File: src/rtl/core_pkg.sv
// Shared core types: instruction words, fetch faults and the
// fetch buffer entry handed from fetch to decode.
package core_pkg;

  typedef logic [31:0] Instruction;

  typedef enum logic [1:0] {
    NONE       = 2'd0,
    MISALIGNED = 2'd1,
    ACCESS     = 2'd2
  } FetchFault;

  localparam Instruction NOP_INST = 32'h0000_0013;

  typedef struct packed {
    Instruction  inst;
    logic [31:0] pc;
    FetchFault   fault;
  } FetchEntry;

  typedef enum logic [1:0] {
    FETCH,
    MISAL,
    HALTED
  } fetch_state_e;

endpackage

File: src/rtl/fetch_fifo.sv
// Small synchronous FIFO with flush, occupancy count and
// simultaneous push/pop (legal even when full).
module fetch_fifo #(
  parameter int DEPTH = 2,
  parameter int W     = 32
) (
  input  logic                       clk,
  input  logic                       rst_n,
  input  logic                       flush,
  input  logic                       push,
  input  logic [W-1:0]               push_data,
  input  logic                       pop,
  output logic [W-1:0]               head,
  output logic [$clog2(DEPTH+1)-1:0] count,
  output logic                       empty,
  output logic                       full
);

  localparam int AW = $clog2(DEPTH);
  localparam int CW = $clog2(DEPTH+1);

  logic [W-1:0]  mem_q [DEPTH];
  logic [AW-1:0] rd_q, rd_d;
  logic [AW-1:0] wr_q, wr_d;
  logic [CW-1:0] cnt_q, cnt_d;
  logic          do_push, do_pop;

  assign empty = (cnt_q == '0);
  assign full  = (cnt_q == CW'(DEPTH));
  assign count = cnt_q;
  assign head  = mem_q[rd_q];

  // Pointer and occupancy update; flush wins over push/pop.
  always_comb begin
    do_pop  = pop && !empty;
    do_push = push && (!full || do_pop);
    rd_d    = rd_q;
    wr_d    = wr_q;
    cnt_d   = cnt_q;
    if (flush) begin
      rd_d  = '0;
      wr_d  = '0;
      cnt_d = '0;
    end else begin
      if (do_push) wr_d = wr_q + AW'(1);
      if (do_pop)  rd_d = rd_q + AW'(1);
      cnt_d = cnt_q + CW'(do_push) - CW'(do_pop);
    end
  end

  // Pointer and count registers.
  always_ff @(posedge clk or negedge rst_n) begin
    if (!rst_n) begin
      rd_q  <= '0;
      wr_q  <= '0;
      cnt_q <= '0;
    end else begin
      rd_q  <= rd_d;
      wr_q  <= wr_d;
      cnt_q <= cnt_d;
    end
  end

  // Storage array; contents are only meaningful while counted.
  always_ff @(posedge clk) begin
    if (do_push && !flush) mem_q[wr_q] <= push_data;
  end

  a_no_overflow: assert property (@(posedge clk) disable iff (!rst_n)
    !(push && full && !pop && !flush));

endmodule

File: src/rtl/inst_fetch.sv
// Instruction fetch front end: PC, credit-limited imem requests,
// redirect flush with stale-response dropping, and a decode buffer.
module inst_fetch
  import core_pkg::*;
#(
  parameter logic [31:0] RESET_PC = 32'h0000_0000,
  parameter int          DEPTH    = 2
) (
  input  logic        clk,
  input  logic        rst_n,
  output logic        imem_req_valid,
  input  logic        imem_req_ready,
  output logic [31:0] imem_req_addr,
  input  logic        imem_rsp_valid,
  input  logic [31:0] imem_rsp_data,
  input  logic        imem_rsp_err,
  output logic        inst_valid,
  input  logic        inst_ready,
  output Instruction  inst,
  output logic [31:0] inst_pc,
  output FetchFault   inst_fault,
  input  logic        redirect_valid,
  input  logic [31:0] redirect_pc
);

  localparam int CW = $clog2(DEPTH+1);
  localparam int OW = $clog2(2*DEPTH+1);
  typedef logic [OW-1:0] ocnt_t;

  fetch_state_e state_q, state_d;
  logic [31:0]  pc_q, pc_d;
  ocnt_t        out_q, out_d;
  ocnt_t        drop_q, drop_d;
  ocnt_t        used;

  FetchEntry     buf_head, buf_in;
  logic [CW-1:0] buf_cnt, tag_cnt;
  logic          buf_empty, buf_full;
  logic          tag_empty, tag_full;
  logic [31:0]   tag_head;

  logic buf_push, buf_pop;
  logic tag_push, tag_pop;
  logic req_hs, rsp_live, credit_ok;

  assign rsp_live = imem_rsp_valid && (drop_q == '0);
  assign used     = ocnt_t'(buf_cnt) + out_q - drop_q;
  // The second term caps stale + live requests at DEPTH, which
  // bounds drop and lets the tag queue stay DEPTH deep.
  assign credit_ok = (used < ocnt_t'(DEPTH)) &&
                     (out_q < ocnt_t'(DEPTH));

  assign imem_req_addr = pc_q;
  assign inst_valid    = !buf_empty;
  assign inst          = inst_valid ? buf_head.inst : '0;
  assign inst_pc       = inst_valid ? buf_head.pc : '0;
  assign inst_fault    = inst_valid ? buf_head.fault : NONE;

  // FSM state register.
  always_ff @(posedge clk or negedge rst_n) begin
    if (!rst_n) state_q <= FETCH;
    else        state_q <= state_d;
  end

  // FSM next state: redirect overrides, faults halt fetching.
  always_comb begin
    state_d = state_q;
    if (redirect_valid) begin
      if (redirect_pc[1:0] != 2'b00) state_d = MISAL;
      else                           state_d = FETCH;
    end else begin
      unique case (state_q)
        FETCH:   if (rsp_live && imem_rsp_err) state_d = HALTED;
        MISAL:   state_d = HALTED;
        HALTED:  state_d = HALTED;
        default: state_d = FETCH;
      endcase
    end
  end

  // FSM outputs: request issue and buffer enqueue per state.
  always_comb begin
    imem_req_valid = 1'b0;
    buf_push       = 1'b0;
    buf_in         = '{inst: NOP_INST, pc: pc_q, fault: MISALIGNED};
    unique case (state_q)
      FETCH: begin
        imem_req_valid = rst_n && credit_ok;
        buf_push       = rsp_live && !redirect_valid;
        if (imem_rsp_err)
          buf_in = '{inst: NOP_INST, pc: tag_head, fault: ACCESS};
        else
          buf_in = '{inst: imem_rsp_data, pc: tag_head, fault: NONE};
      end
      MISAL:   buf_push = !redirect_valid;
      default: ;
    endcase
  end

  // PC, in-flight and drop bookkeeping.
  always_comb begin
    req_hs   = imem_req_valid && imem_req_ready;
    buf_pop  = inst_valid && inst_ready && !redirect_valid;
    tag_push = req_hs && !redirect_valid;
    tag_pop  = rsp_live && !redirect_valid;
    pc_d     = pc_q;
    if (redirect_valid) pc_d = redirect_pc;
    else if (req_hs)    pc_d = pc_q + 32'd4;
    out_d  = out_q + ocnt_t'(req_hs) - ocnt_t'(imem_rsp_valid);
    drop_d = drop_q;
    if (redirect_valid)
      drop_d = out_d;
    else if (imem_rsp_valid && drop_q != '0)
      drop_d = drop_q - ocnt_t'(1);
  end

  // Datapath registers.
  always_ff @(posedge clk or negedge rst_n) begin
    if (!rst_n) begin
      pc_q   <= RESET_PC;
      out_q  <= '0;
      drop_q <= '0;
    end else begin
      pc_q   <= pc_d;
      out_q  <= out_d;
      drop_q <= drop_d;
    end
  end

  fetch_fifo #(.DEPTH(DEPTH), .W($bits(FetchEntry))) u_buf (
    .clk       (clk),
    .rst_n     (rst_n),
    .flush     (redirect_valid),
    .push      (buf_push),
    .push_data (buf_in),
    .pop       (buf_pop),
    .head      (buf_head),
    .count     (buf_cnt),
    .empty     (buf_empty),
    .full      (buf_full)
  );

  fetch_fifo #(.DEPTH(DEPTH), .W(32)) u_tag (
    .clk       (clk),
    .rst_n     (rst_n),
    .flush     (redirect_valid),
    .push      (tag_push),
    .push_data (pc_q),
    .pop       (tag_pop),
    .head      (tag_head),
    .count     (tag_cnt),
    .empty     (tag_empty),
    .full      (tag_full)
  );

  a_drop_le_out: assert property (@(posedge clk) disable iff (!rst_n)
    drop_q <= out_q);
  a_req_align: assert property (@(posedge clk) disable iff (!rst_n)
    imem_req_valid |-> imem_req_addr[1:0] == 2'b00);
  a_tag_live: assert property (@(posedge clk) disable iff (!rst_n)
    tag_cnt == CW'(out_q - drop_q));
  a_tag_ok: assert property (@(posedge clk) disable iff (!rst_n)
    !(tag_pop && tag_empty) && !(tag_push && tag_full));
  a_buf_ok: assert property (@(posedge clk) disable iff (!rst_n)
    !(buf_push && buf_full && !buf_pop));

endmodule
File: config.mk
export PLATFORM = sky130hd
export DESIGN_NAME = inst_fetch
export DESIGN_NICKNAME = d
export VERILOG_FILES = /design/src/rtl/core_pkg.sv /design/src/rtl/fetch_fifo.sv /design/src/rtl/inst_fetch.sv
export SDC_FILE = /design/constraint.sdc
export NUM_CORES = 1
export LEC_CHECK = 0
export ABC_AREA = 1
export CORE_MARGIN = 5
export CORE_UTILIZATION = 40
export DETAILED_ROUTE_END_ITERATION = 6
export SETUP_SLACK_MARGIN = 0.3
export SLEW_MARGIN = 30
export SYNTH_ARGS = -nofsm -noshare
export SYNTH_HDL_FRONTEND = slang
export SYNTH_SLANG_ARGS = --single-unit
File: constraint.sdc
create_clock -name clk -period 4.48 [get_ports clk]
set_input_delay 0.896 -clock clk [delete_from_list [all_inputs] [get_ports clk]]
set_output_delay 0.896 -clock clk [all_outputs]
set_load 0.01 [all_outputs]
==> run_results.csv, run 1 <==
group,metric,value,unit
clock_tree,root_buffer,"clkbuf_16",
finish,nets,1385,
timing,min_period,3960,ps
route,viasPerCell,5.01,
power_and_ir_drop,swShare,0.310,
power_and_ir_drop,p_int,0.00479,W
die,num_rows,61,
global_routing,grt_first_pass_wirelength,46.1,mm
clock_tree,cts.repair.resized,0,
logic_synthesis,syn-cell-area,11300,um^2
timing,clock.fmax,253,MHz
outcome,outcome,"complete, no violations",
logic_synthesis,yosysSeqAreaShare,0.628,
finish,final_common_cell,"nand2_1",
job,drv_cap,0,
worst_setup_path,cp-startpoint,"out_q[1]$_DFF_PN0_",
logic_synthesis,avgSynthCellArea,9.92,um^2
route,drt-total-wl,29.6,mm
finish,final_cell_mix,"nand2_1 (375), edfxtp_1 (196), clkdlybuf4s50_1 (168)",
die,die-area,31700,um^2
worst_setup_path,arrival,3060,ps
timing,finalSetupTns,0,ps
logic_synthesis,synthSimpleGateAreaFrac,0.223,
timing,slew_viol_final,0,
die,start_util,0.405,
global_routing,grt_max_degree,67,
clock_tree,holdBufCountCts,0,
logic_synthesis,ys_ff_latch,244,
global_routing,first_global_vias,8327,
clock_tree,post-cts-setup-buffers,0,
route,drtIter0Drc,617,
logic_synthesis,synth_xor_area_frac,0.0116,
finish,diodes,0,
timing,setup_viol,0,
timing,clock-skew-final,9.91,ps
timing,worst_hold_slack,519,ps
die,dieWidth,178,um
worst_setup_path,slowest_stage,"clkdlybuf4s50_1",
worst_setup_path,path_class,"reg -> out",
worst_setup_path,crit_family,"adder cells",
worst_setup_path,cp-end-kind,"output pin",
timing,tightest_slew,922,ps
power_and_ir_drop,p_leak,5.40,nW
worst_setup_path,cpPeakStageDelay,560,ps
timing,relSlewSlack,0.385,
global_routing,track_usage,0.183,
logic_synthesis,synthAdderAreaFrac,0.0175,
logic_synthesis,ys_types,38,
worst_setup_path,r2r_start,"out_q[1]$_DFF_PN0_",
placement,numPortBuffers,170,
placement,gp_congestion,0.879,
logic_synthesis,synth_top_family_by_area,"simple AND/OR/NAND/NOR gates",
clock_tree,clkTransAtPathRegs,60,ps
worst_setup_path,crit_top_cell,"fa_1",
route,first_pass_iters,5,
logic_synthesis,synth_compound_area_frac,0.0754,
logic_synthesis,muxShareOfSynthArea,0,
clock_tree,cts.path.max_buffers,3,
power_and_ir_drop,seqPwrFrac,0.415,
placement,place_hpwl,20.0,mm
clock_tree,htreeDepth,1,
timing,rsz0062_at_grt,"no",
power_and_ir_drop,clkPwrFrac,0.309,
global_routing,antenna_found_initial,0,
die,die_h,178,um
finish,syn_to_final_growth,25.9,%
finish,utilization,0.511,
route,drc,0,
worst_setup_path,start_kind,"register",
route,drtAntennaViolNets,0,
timing,final.period_utilization,0.884,
clock_tree,clk_latency,520,ps
clock_tree,cts_buffers,27,
worst_setup_path,critical_path_required,3580,ps
global_routing,grt_overflow,0,
worst_hold_path,worstHoldPathType,"reg -> reg",
power_and_ir_drop,ir_worst_vdd,0.400,mV
finish,drive_gt1_frac,0.0916,
route,post_drt_wl_per_cell,17.4,um
die,pin_count,171,
power_and_ir_drop,pwr-share-comb,0.277,
route,num_vias,8510,
power_and_ir_drop,p_per_area,489,nW/um^2
timing,final-hold-violation-count,0,
logic_synthesis,synthesis.nets,1223,
power_and_ir_drop,report.power.total,0.00695,W
logic_synthesis,synthCells,1138,
die,core_area,27900,um^2
clock_tree,clock-sinks,244,
worst_setup_path,crit_chain,"inv_1, fa_1, fa_1, nand3_1, nor2_2, a21boi_0, clkdlybuf4s50_1",
worst_setup_path,path_max_fanout,3,
worst_hold_path,min_from,"imem_req_addr[0]$_DFFE_PN0P_",
worst_setup_path,cp_num_buf_inv,2,
clock_tree,cts_tree,"built",
power_and_ir_drop,netSwitchingPower,0.00216,W
logic_synthesis,synth_warnings,0,
Yosys cell counts (all sizes together):
cell | instances | share of area
a211oi | 1 | 0.00066
a21boi | 1 | 0.00066
a21oi | 74 | 0.033
buf | 27 | 0.014
clkbuf | 25 | 0.0083
clkinv | 2 | 0.00077
dfrtp | 48 | 0.11
edfxtp | 196 | 0.52
fa | 3 | 0.0053
ha | 11 | 0.012
inv | 66 | 0.022
nand2 | 393 | 0.14
nand3 | 61 | 0.035
nand4 | 5 | 0.0028
nor2 | 123 | 0.047
o211ai | 2 | 0.0013
o21ai | 51 | 0.023
o21bai | 1 | 0.00066
o22ai | 29 | 0.016
or2 | 4 | 0.0022
xnor2 | 5 | 0.0039
xor2 | 10 | 0.0078
state kept, by name, summed over array words and instances, names as in the netlist, 2 cells and up:
signal	count
out_q	3
u_buf.mem_q	132
u_buf.count	2
state_q	2
imem_req_addr	32
u_tag.count	2
u_tag.mem_q	64
drop_q	3
stage by stage:
step                instances  area [um^2]  worst slack [ps]
floorplan                1138        11300              -113
global placement         1649        13400              1060
detailed placement       1649        13400              1060
CTS                      1699        14200               472
global route             1699        14200               381
finish                   1699        14200               520
power groups by stage:
stage / combinational (W) / sequential (W) / clock [W]
floorplan: 0.00105 / 0.00290 / 0
detailed placement: 0.00194 / 0.00293 / 0
global placement: 0.00192 / 0.00292 / 0
finish: 0.00192 / 0.00288 / 0.00215
global route: 0.00213 / 0.00291 / 0.00228
CTS: 0.00195 / 0.00288 / 0.00218
cells by family (layout without fill, tap and decap cells):
logic type	after synthesis	count (layout)
fa+ha+maj	14	14
buf+inv	120	303
flops	244	244
compound gates	159	159
simple gates	586	586
xor+xnor	15	15
final timing paths:
check	cells past startpoint	end	slack, ps
worst min register to register	0	u_tag.mem_q[1][0]$_DFFE_PP_	520
min in group asynchronous	2	drop_q[2]$_DFFE_PN0P_	560
worst max-delay path	7	imem_req_valid	520
max in group asynchronous	2	u_buf.rd_q$_DFFE_PN0P_	3420
worst min-delay path	0	u_tag.mem_q[1][0]$_DFFE_PP_	520
worst max register to register	14	drop_q[2]$_DFFE_PN0P_	1110
metal layers:
layer	global-route usage	routed length (um)
met4	0.0429	576
met1	0.268	13800
met2	0.289	13300
met3	0.0278	2030
met5	0	0
area by class of cell:
cell class / count / area, um^2
clock buffers: 31 / 691
clock inverters: 19 / 166
fillers: 2536 / 13600
inverters: 68 / 256
multi-input cells: 774 / 3720
flip-flops and latches: 244 / 7090
well taps: 378 / 473
repair buffers: 185 / 1830
(Power assumes the default switching activity.)
==> run 2: changes to the inputs <==
Settings changed: CTS_CLUSTER_SIZE set to 40.
==> results of run 2 <==
No change in the layout: final DEF, timing and power equal those of run 1.
